--- src/rtl/cop0_pkg.sv ---
`default_nettype none
// ============================================================================
//  Module      : cop0_pkg
//  Description : Shared constants and types for the system coprocessor 0:
//                register numbers, exception codes, Status/Cause bit
//                positions and the per-cycle event type.
//  Revision    : 1.0 - initial release
// ============================================================================
package cop0_pkg;

    // COP0 register numbers (rd field of MTC0/MFC0)
    localparam logic [4:0] REG_COUNT   = 5'd9;
    localparam logic [4:0] REG_COMPARE = 5'd11;
    localparam logic [4:0] REG_STATUS  = 5'd12;
    localparam logic [4:0] REG_CAUSE   = 5'd13;
    localparam logic [4:0] REG_EPC     = 5'd14;

    // ExcCode values
    localparam logic [4:0] EXC_INT  = 5'd0;
    localparam logic [4:0] EXC_ADEL = 5'd4;
    localparam logic [4:0] EXC_ADES = 5'd5;
    localparam logic [4:0] EXC_RI   = 5'd10;
    localparam logic [4:0] EXC_OV   = 5'd12;

    // Status bit positions
    localparam int STATUS_IE_BIT  = 0;
    localparam int STATUS_EXL_BIT = 1;
    localparam int STATUS_IM_LSB  = 8;

    // Cause bit positions
    localparam int CAUSE_EXC_LSB = 2;
    localparam int CAUSE_IP_LSB  = 8;
    localparam int CAUSE_TI_BIT  = 30;
    localparam int CAUSE_BD_BIT  = 31;

    // The single state-changing action selected in a cycle, by priority
    typedef enum logic [1:0] {
        EV_NONE = 2'd0,
        EV_TRAP = 2'd1,   // exception or interrupt
        EV_ERET = 2'd2,
        EV_MTC0 = 2'd3
    } cop0_event_e;

    // Packs the Cause register fields into their architectural positions
    function automatic logic [31:0] pack_cause(input logic       bd,
                                               input logic       ti,
                                               input logic [7:0] ip,
                                               input logic [4:0] exc_code);
        logic [31:0] v;
        v = '0;
        v[CAUSE_BD_BIT]                       = bd;
        v[CAUSE_TI_BIT]                       = ti;
        v[CAUSE_IP_LSB +: 8]                  = ip;
        v[CAUSE_EXC_LSB +: 5]                 = exc_code;
        return v;
    endfunction

endpackage
`default_nettype wire

--- src/rtl/cop0_timer.sv ---
`default_nettype none
// ============================================================================
//  Module      : cop0_timer
//  Description : Count/Compare pair. Count free-runs and wraps; an MTC0 to
//                Count overrides the increment. TI latches when Count equals
//                Compare and is cleared only by a Compare write.
//  Revision    : 1.0 - initial release
// ============================================================================
module cop0_timer (
    input  logic        i_clk,
    input  logic        i_rst_n,
    input  logic        i_count_we,
    input  logic        i_compare_we,
    input  logic [31:0] i_wdata,
    output logic [31:0] o_count,
    output logic [31:0] o_compare,
    output logic        o_ti
);

    logic [31:0] r_count;
    logic [31:0] r_compare;
    logic        r_ti;

    // Count: free-running increment with natural wrap, write takes precedence
    always_ff @(posedge i_clk or negedge i_rst_n) begin
        if (!i_rst_n) begin
            r_count <= '0;
        end else if (i_count_we) begin
            r_count <= i_wdata;
        end else begin
            r_count <= r_count + 32'd1;
        end
    end

    // Compare and TI: the match uses pre-edge values; a Compare write wins over a match
    always_ff @(posedge i_clk or negedge i_rst_n) begin
        if (!i_rst_n) begin
            r_compare <= '0;
            r_ti      <= 1'b0;
        end else if (i_compare_we) begin
            r_compare <= i_wdata;
            r_ti      <= 1'b0;
        end else if (r_count == r_compare) begin
            r_ti      <= 1'b1;
        end
    end

    assign o_count   = r_count;
    assign o_compare = r_compare;
    assign o_ti      = r_ti;

endmodule
`default_nettype wire

--- src/rtl/cop0_unit.sv ---
`default_nettype none
// ============================================================================
//  Module      : cop0_unit
//  Description : System coprocessor 0. Holds Status, Cause, EPC and the
//                timer, arbitrates exceptions, interrupts, ERET and MTC0,
//                and issues a registered one-cycle PC redirect to fetch.
//  Revision    : 1.0 - initial release
// ============================================================================
module cop0_unit
    import cop0_pkg::*;
#(
    parameter logic [31:0] EXC_VECTOR = 32'h0000_0180
) (
    input  logic        i_clk,
    input  logic        i_rst_n,
    input  logic        i_mtc0,
    input  logic        i_mfc0,
    input  logic        i_eret,
    input  logic [4:0]  i_reg_addr,
    input  logic [31:0] i_wdata,
    output logic [31:0] o_rdata,
    input  logic        i_exc_valid,
    input  logic [4:0]  i_exc_code,
    input  logic [31:0] i_pc,
    input  logic        i_in_delay_slot,
    input  logic [5:0]  i_hw_int,
    output logic        o_redirect,
    output logic [31:0] o_redirect_pc,
    output logic        o_exl
);

    logic [7:0]  r_im;
    logic        r_exl;
    logic        r_ie;
    logic        r_bd;
    logic [4:0]  r_exc_code;
    logic [1:0]  r_sw_ip;
    logic [31:0] r_epc;
    logic        r_redirect;
    logic [31:0] r_redirect_pc;

    logic [31:0] w_count;
    logic [31:0] w_compare;
    logic        w_ti;
    logic [7:0]  w_ip;
    logic        w_int_pending;
    logic        w_wr;
    cop0_event_e w_event;

    // Hardware line 5 shares IP[7] with the timer
    assign w_ip          = {w_ti | i_hw_int[5], i_hw_int[4:0], r_sw_ip};
    assign w_int_pending = r_ie & ~r_exl & (|(w_ip & r_im));

    // Select the one action this cycle: exception/interrupt, then ERET, then MTC0
    always_comb begin
        w_event = EV_NONE;
        if (i_exc_valid || w_int_pending) begin
            w_event = EV_TRAP;
        end else if (i_eret) begin
            w_event = EV_ERET;
        end else if (i_mtc0) begin
            w_event = EV_MTC0;
        end
    end

    assign w_wr = (w_event == EV_MTC0);

    cop0_timer u_timer (
        .i_clk        (i_clk),
        .i_rst_n      (i_rst_n),
        .i_count_we   (w_wr && (i_reg_addr == REG_COUNT)),
        .i_compare_we (w_wr && (i_reg_addr == REG_COMPARE)),
        .i_wdata      (i_wdata),
        .o_count      (w_count),
        .o_compare    (w_compare),
        .o_ti         (w_ti)
    );

    // Status/Cause/EPC update and the registered redirect pulse
    always_ff @(posedge i_clk or negedge i_rst_n) begin
        if (!i_rst_n) begin
            r_im          <= '0;
            r_exl         <= 1'b1;
            r_ie          <= 1'b0;
            r_bd          <= 1'b0;
            r_exc_code    <= '0;
            r_sw_ip       <= '0;
            r_epc         <= '0;
            r_redirect    <= 1'b0;
            r_redirect_pc <= '0;
        end else begin
            r_redirect <= 1'b0;
            case (w_event)
                EV_TRAP: begin
                    // A nested trap keeps the EPC/BD of the outermost one
                    if (!r_exl) begin
                        r_epc <= i_in_delay_slot ? (i_pc - 32'd4) : i_pc;
                        r_bd  <= i_in_delay_slot;
                    end
                    r_exl         <= 1'b1;
                    r_exc_code    <= i_exc_valid ? i_exc_code : EXC_INT;
                    r_redirect    <= 1'b1;
                    r_redirect_pc <= EXC_VECTOR;
                end
                EV_ERET: begin
                    r_exl         <= 1'b0;
                    r_redirect    <= 1'b1;
                    r_redirect_pc <= r_epc;
                end
                EV_MTC0: begin
                    case (i_reg_addr)
                        REG_STATUS: begin
                            r_im  <= i_wdata[STATUS_IM_LSB +: 8];
                            r_exl <= i_wdata[STATUS_EXL_BIT];
                            r_ie  <= i_wdata[STATUS_IE_BIT];
                        end
                        REG_CAUSE: r_sw_ip <= i_wdata[CAUSE_IP_LSB +: 2];
                        REG_EPC:   r_epc   <= i_wdata;
                        default:   ;
                    endcase
                end
                default: ;
            endcase
        end
    end

    // MFC0 read port: current register contents, zero when not reading
    always_comb begin
        o_rdata = '0;
        if (i_mfc0) begin
            case (i_reg_addr)
                REG_COUNT:   o_rdata = w_count;
                REG_COMPARE: o_rdata = w_compare;
                REG_STATUS:  o_rdata = {16'd0, r_im, 6'd0, r_exl, r_ie};
                REG_CAUSE:   o_rdata = pack_cause(r_bd, w_ti, w_ip, r_exc_code);
                REG_EPC:     o_rdata = r_epc;
                default:     o_rdata = '0;
            endcase
        end
    end

    assign o_redirect    = r_redirect;
    assign o_redirect_pc = r_redirect_pc;
    assign o_exl         = r_exl;

endmodule
`default_nettype wire
--- config.mk ---
export PLATFORM = sky130hd
export DESIGN_NAME = cop0_unit
export DESIGN_NICKNAME = d
export VERILOG_FILES = /design/src/rtl/cop0_pkg.sv /design/src/rtl/cop0_timer.sv /design/src/rtl/cop0_unit.sv
export SDC_FILE = /design/constraint.sdc
export NUM_CORES = 1
export LEC_CHECK = 0
export ABC_AREA = 1
export BUFFER_PORTS_ARGS = -buffer_cell sky130_fd_sc_hd__clkbuf_2
export CORE_MARGIN = 4
export CORE_UTILIZATION = 40
export CTS_BUF_LIST = sky130_fd_sc_hd__clkbuf_4 sky130_fd_sc_hd__clkbuf_8
export CTS_CLUSTER_DIAMETER = 60
export DETAILED_ROUTE_END_ITERATION = 7
export PLACE_DENSITY = 0.7
export REMOVE_ABC_BUFFERS = 1
export SYNTH_ARGS = -nofsm -noshare
export SYNTH_HDL_FRONTEND = slang
export SYNTH_SLANG_ARGS = --single-unit
--- constraint.sdc ---
create_clock -name i_clk -period 2.1 [get_ports i_clk]
set_clock_uncertainty 0.05 [all_clocks]
set_input_delay 0.21 -clock i_clk [delete_from_list [all_inputs] [get_ports i_clk]]
set_output_delay 0.21 -clock i_clk [all_outputs]
set_load 0.05 [all_outputs]
==> results.py, run 1 <==
metrics = {
    "clock_network": {
        "path_clk_slew_ns": 0.10,
        "numCtsBuffers": 17,
        "cts_tree": "built",
        "cts_sinks": 148,
        "cts.path.max_buffers": 2,
        "clock_latency_ns": 0.47,
        "htree_levels": 4,
        "cts_root_buffer": "clkbuf_8",
    },
    "sta": {
        "timing_hold_violations_final": 0,
        "period_needed_ns": 2.35,
        "max_freq_mhz": 426,
        "hold-worst-slack_ns": 0.0370,
        "rsz0062_at_grt": "true",
        "finalMaxSlewViolations": 0,
        "tns_ns": -23.56,
        "fin_ws_ns": -0.247,
        "final.period_utilization_pct": 112,
        "setup_viol": 140,
        "relSlewSlack_pct": 59.1,
        "tightest_slew_ns": 0.614,
    },
    "logic_synthesis": {
        "synth_compound_area_share_pct": 15.9,
        "synth-simple-area-share_pct": 28.3,
        "async_flop_share_pct": 100,
        "synthAdderAreaFrac_pct": 0.970,
        "synthMuxAreaShare_pct": 0,
        "synth.distinct_cells": 47,
        "ys.flop_type": "dfrtp_1",
        "ys_seq_area_share_pct": 41.0,
        "synth_top_family_by_area": "simple AND/OR/NAND/NOR gates",
        "yosysWarnings": 0,
        "synth-seq-cells": 148,
        "synth_xor_area_share_pct": 3.98,
        "synthCells": 1283,
        "avgSynthCellArea_um2": 7.04,
        "synth_edf_count": 0,
        "synth_area_um2": 9030,
    },
    "die": {
        "core.rowCount": 54,
        "die_h_um": 158,
        "io_pins": 153,
        "die-width_um": 158,
        "coreArea_um2": 22000,
        "dieArea_um2": 25000,
        "initial_core_util_pct": 41.0,
    },
    "final_layout": {
        "area_growth_pct": 41.8,
        "post-route-util_pct": 58.1,
        "diodes": 0,
        "drive_gt1_share_pct": 28.1,
        "finalNetCount": 1618,
    },
    "drt": {
        "viasPerCell": 5.44,
        "ant_nets": 0,
        "wl_per_cell_um": 19.2,
        "dr.pass1.iters": 5,
        "vias": 9881,
        "drt_wl_total_um": 35000,
        "drc": 0,
        "first_iter_violations": 1209,
    },
    "place": {
        "place.gp.congestion": 0.959,
        "numPortBuffers": 152,
        "dp_hpwl_um": 24300,
    },
    "global_routing": {
        "grt_pass1_wl_um": 52700,
        "grt_max_degree": 59,
        "antenna_found_initial": 0,
        "gr-usage-all-layers_pct": 27.5,
        "grt_pass1_vias": 9460,
        "overflow": 0,
    },
    "setup_path": {
        "crit_top_cell": "nor2_4",
        "crit_slowest_cell": "dfrtp_1",
        "cp_max_fo": 12,
        "crit_family": "simple AND/OR/NAND/NOR gates",
        "critPathBufInv": 5,
        "worst_r2r_path_depth": 14,
        "cp.arrival_ns": 2.65,
        "worst_setup_path_end_kind": "register",
        "path_depth": 14,
        "cp_slowest_stage_delay_ns": 0.41,
        "worstSetupPathType": "reg -> reg",
        "path_cells": "nor2_4 > o2111ai_2 > o21ai_2 > nand2_2 > nor2_4 > buf_12 > ha_4 > buf_6 > inv_8 > nor2_4 > inv_4 > buf_12 > nor2_1 > a31oi_1",
        "cp-start-kind": "register",
        "required_ns": 2.40,
    },
    "hold_path": {
        "hp-class": "in -> reg",
        "holdPathStages": 3,
    },
    "flow_run": {
        "drv_cap": 0,
    },
    "power": {
        "p_leak_nw": 6.17,
        "p_per_area_nw_per_um2": 715,
        "ir_worst_vdd_v": 0.000331,
        "total_power_mw": 9.15,
    },
    "status": {
        "violations": "negative setup slack",
        "status": "complete, but fails checks",
    },
}
-- area by class of cell --
class | instances | area, um^2
clock buffers | 17 | 234
clock inverters | 15 | 138
fillers | 1961 | 9230
inverters | 177 | 696
multi-input cells | 912 | 4960
flip-flops and latches | 148 | 3700
well taps | 280 | 350
repair buffers | 268 | 2710
-- cells by family after synthesis --
kind of cell / after synthesis
xor+xnor: 41
simple gates: 602
compound gates: 262
fa+ha+maj: 7
flops: 148
buf+inv: 223
-- synthesized netlist by cell type, drive strengths merged, types with 3 or more instances --
| library cell | instances | area (um^2) |
|---|---|---|
| a211oi | 5 | 37.5 |
| a21oi | 52 | 260 |
| a31oi | 4 | 25.0 |
| buf | 21 | 123 |
| clkbuf | 25 | 93.8 |
| dfrtp | 147 | 3680 |
| ha | 7 | 87.6 |
| inv | 175 | 657 |
| nand2 | 372 | 1430 |
| nand3 | 55 | 285 |
| nand4 | 17 | 128 |
| nor2 | 139 | 593 |
| nor3 | 12 | 76.3 |
| o211ai | 6 | 45.0 |
| o21ai | 160 | 801 |
| o221ai | 8 | 70.1 |
| o22ai | 19 | 131 |
| or2 | 3 | 18.8 |
| xnor2 | 22 | 193 |
| xor2 | 19 | 166 |
-- sequential cells by signal, summed over array words and instances, names as in the netlist --
register	cells
u_timer.o_ti	1
o_redirect	1
r_epc	32
u_timer.o_count	32
r_bd	1
r_ie	1
u_timer.o_compare	32
o_exl	1
r_sw_ip	2
o_redirect_pc	32
r_exc_code	5
r_im	8
-- worst min-delay path, delay by kind of cell --
kind	cells	cell delay [ns]
and+or+nand+nor	1	0.07
AOI/OAI and AO/OA	1	0.07
buffers and inverters	1	0.17
-- what timing repair did --
action                                  4_1_cts  5_1_grt
pin swaps                                    16       10
hold buffers                                 36        0
gates resized for setup                     216       48
gates cloned                                 10        2
endpoints found under the setup margin      148      145
hold endpoints to repair                    111        0
buffers inserted                             13        3
-- power by group --
part	internal [mW]	leakage, nW	switching (mW)
combinational	1.16	4.12	1.87
clock	0.874	0.188	1.30
sequential	3.38	1.86	0.556
-- path summary, 6_finish.rpt --
| check | startpoint | to | slack, ns |
|---|---|---|---|
| worst max-delay path | u_timer.o_ti | u_timer.o_count[29] | -0.25 |
| worst min-delay path | i_wdata[14] | u_timer.o_compare[14] | 0.04 |
| worst max register to register | u_timer.o_ti | u_timer.o_count[29] | -0.25 |
| worst min register to register | r_epc[29] | r_epc[29] | 0.44 |
| max in group asynchronous | i_rst_n | o_exl | 1.07 |
| min in group asynchronous | i_rst_n | o_redirect_pc[21] | 0.24 |
-- layout by cell type, fill, tap and decap left out, types with 7 or more instances in the layout --
| master | instances |
|---|---|
| dfrtp_1 | 147 |
| nor3_1 | 10 |
| nand3_1 | 47 |
| nand4_1 | 15 |
| clkbuf_8 | 17 |
| o21ai_2 | 28 |
| o21ai_0 | 49 |
| inv_8 | 7 |
| xnor2_1 | 22 |
| nand2_2 | 49 |
| o22ai_1 | 14 |
| nand3_2 | 8 |
| nor2_1 | 118 |
| xor2_1 | 19 |
| nand2_4 | 12 |
| buf_6 | 17 |
| a21oi_1 | 38 |
| nand2_1 | 310 |
| clkbuf_2 | 119 |
| a21oi_2 | 13 |
| nor2_4 | 10 |
| buf_4 | 33 |
| o221ai_1 | 8 |
| o21ai_1 | 82 |
| inv_1 | 162 |
| buf_12 | 53 |
| dlygate4sd3_1 | 36 |
| buf_16 | 7 |
| nor2_2 | 10 |
-- routing by layer --
layer / up-vias / wire length, um / GRT usage, %
li1: 4623 / - / -
met1: 4614 / 14600 / 37.8
met2: 550 / 16000 / 42.7
met3: 94 / 3290 / 5.71
met4: 0 / 1080 / 10.6
met5: - / 0 / 0
-- per-stage QoR --
step | area, um^2 | worst slack [ns] | instances
after global placement | 11000 | -0.413 | 1724
after CTS | 12600 | -0.267 | 1813
after global routing | 12800 | -0.306 | 1817
after floorplan | 8810 | -1.29 | 1237
after detailed placement | 11000 | -0.468 | 1724
final | 12800 | -0.247 | 1817
Power figures use the tool's default switching activity.
==> inputs of run 2 (changes only) <==
--- a/config.mk
+++ b/config.mk
@@ -8,11 +8,11 @@
 export ABC_AREA = 1
 export BUFFER_PORTS_ARGS = -buffer_cell sky130_fd_sc_hd__clkbuf_2
 export CORE_MARGIN = 4
-export CORE_UTILIZATION = 40
+export CORE_UTILIZATION = 45
 export CTS_BUF_LIST = sky130_fd_sc_hd__clkbuf_4 sky130_fd_sc_hd__clkbuf_8
 export CTS_CLUSTER_DIAMETER = 60
 export DETAILED_ROUTE_END_ITERATION = 7
-export PLACE_DENSITY = 0.7
+export PLACE_DENSITY = 0.77
 export REMOVE_ABC_BUFFERS = 1
 export SYNTH_ARGS = -nofsm -noshare
 export SYNTH_HDL_FRONTEND = slang
==> results.py, run 2 (synthesis gave the netlist of run 1 again) <==
metrics = {
    "status": {
        "status": "complete, but fails checks",
        "violations": "negative setup slack",
    },
    "sta": {
        "period_needed_ns": 2.36,
        "max_freq_mhz": 424,
        "timing_hold_violations_final": 0,
        "tightest_slew_ns": 0.518,
        "relSlewSlack_pct": 65.2,
        "rsz0062_at_grt": "true",
        "tns_ns": -19.77,
        "fin_ws_ns": -0.259,
        "finalMaxSlewViolations": 0,
        "setup_viol": 138,
        "final.period_utilization_pct": 112,
        "hold-worst-slack_ns": 0.0308,
    },
    "final_layout": {
        "final_cell_mix": "nand2_1, inv_1, dfrtp_1",
        "diodes": 0,
        "post-route-util_pct": 62.7,
        "area_growth_pct": 36.0,
        "layout_commonest_cell": "nand2_1",
        "finalNetCount": 1613,
        "finalNonFillerCells": 1797,
        "drive_gt1_share_pct": 22.3,
    },
    "clock_network": {
        "clock_latency_ns": 0.47,
        "cts_tree": "built",
        "cts_sinks": 148,
        "path_clk_slew_ns": 0.09,
        "cts.path.max_buffers": 2,
        "numCtsBuffers": 17,
        "htree_levels": 4,
        "cts_root_buffer": "clkbuf_8",
    },
    "setup_path": {
        "cp.arrival_ns": 2.69,
        "worstSetupPathType": "reg -> reg",
        "cp-start-kind": "register",
        "required_ns": 2.43,
        "worst_setup_path_end_kind": "register",
        "cp_max_fo": 7,
    },
    "die": {
        "dieArea_um2": 22400,
        "initial_core_util_pct": 46.1,
        "io_pins": 153,
        "die_h_um": 150,
        "die-width_um": 150,
        "coreArea_um2": 19600,
        "core.rowCount": 51,
    },
    "drt": {
        "drt_wl_total_um": 32800,
        "viasPerCell": 5.49,
        "dr.pass1.iters": 6,
        "vias": 9858,
        "drc": 0,
        "wl_per_cell_um": 18.2,
        "first_iter_violations": 1136,
        "ant_nets": 0,
    },
    "place": {
        "numPortBuffers": 152,
        "place_inst": 1713,
        "place.gp.congestion": 0.966,
        "dp_hpwl_um": 23600,
    },
    "global_routing": {
        "antenna_found_initial": 0,
        "grt_pass1_wl_um": 49600,
        "grt_max_degree": 46,
        "grt_pass1_vias": 9316,
        "gr-usage-all-layers_pct": 28.6,
        "overflow": 0,
    },
    "hold_path": {
        "hp-class": "in -> reg",
    },
    "power": {
        "p_leak_nw": 5.98,
        "total_power_mw": 9.04,
        "ir_worst_vdd_v": 0.000433,
        "p_per_area_nw_per_um2": 736,
    },
    "flow_run": {
        "drv_cap": 0,
    },
}
==> run 2: area by class of cell <==
cell class                 instances  area, um^2
sequential                       148        3700
tap                              265         332
clock buffer                      17         234
fill                            1634        7310
timing repair buffer             263        2510
inverter                         177         681
multi-input combinational        912        4620
clock inverter                    15         185
==> run 2: power by group <==
| part | internal [mW] | switching, mW |
|---|---|---|
| sequential | 3.38 | 0.505 |
| clock | 1.11 | 1.28 |
| combinational | 1.03 | 1.73 |
| total | 5.52 | 3.52 |
==> run 2: per-layer routing <==
metal  share of wire, %  vias to the layer above  GRT usage (%)  wire [um]
li1                   -                     4585              -          -
met1                 40                     4547           38.9      13000
met2                 47                      628           46.2      15300
met3                 10                       98           5.30       3330
met4                3.5                        0           9.61       1130
met5                  0                        -              0          0
==> run 2: metrics by stage <==
step / instance area, um^2 / setup WS (ns)
after detailed placement: 11000 / -0.472
after global placement: 11000 / -0.373
after floorplan: 8810 / -1.29
final: 12300 / -0.259
after CTS: 12100 / -0.208
after global routing: 12300 / -0.314
==> run 2: final timing paths <==
| check | start | end | slack [ns] | cells past startpoint |
|---|---|---|---|---|
| max | u_timer.o_ti | r_epc[10] | -0.26 | 14 |
| min | i_wdata[8] | r_epc[8] | 0.03 | 3 |
| max reg2reg | u_timer.o_ti | r_epc[10] | -0.26 | 14 |
| min reg2reg | o_redirect_pc[18] | o_redirect_pc[18] | 0.44 | 2 |
| max in group asynchronous | i_rst_n | u_timer.o_compare[25] | 1.18 | 3 |
| min in group asynchronous | i_rst_n | o_redirect_pc[21] | 0.19 | 2 |
==> run 2: repair_timing <==
item | in CTS | in global routing
endpoints found under the setup margin | 148 | 145
gates resized for setup | 53 | 37
endpoints found under the hold margin | 97 | 0
cloned | 3 | 3
pin swaps | 9 | 9
hold buffers | 35 | 0
buffers inserted | 8 | 4
==> run 2: worst max-delay path, cell delays in order (launching register included) <==
cell and delay [ns]:
dfrtp_1 0.41, nor2_4 0.15, o2111ai_2 0.14, o21ai_2 0.20
nand2_2 0.13, nor2_4 0.13, buf_6 0.12, ha_4 0.17
nor2_2 0.05, a21oi_2 0.15, nand2_4 0.12, inv_4 0.10
buf_6 0.14, o21ai_4 0.07, o22ai_2 0.15
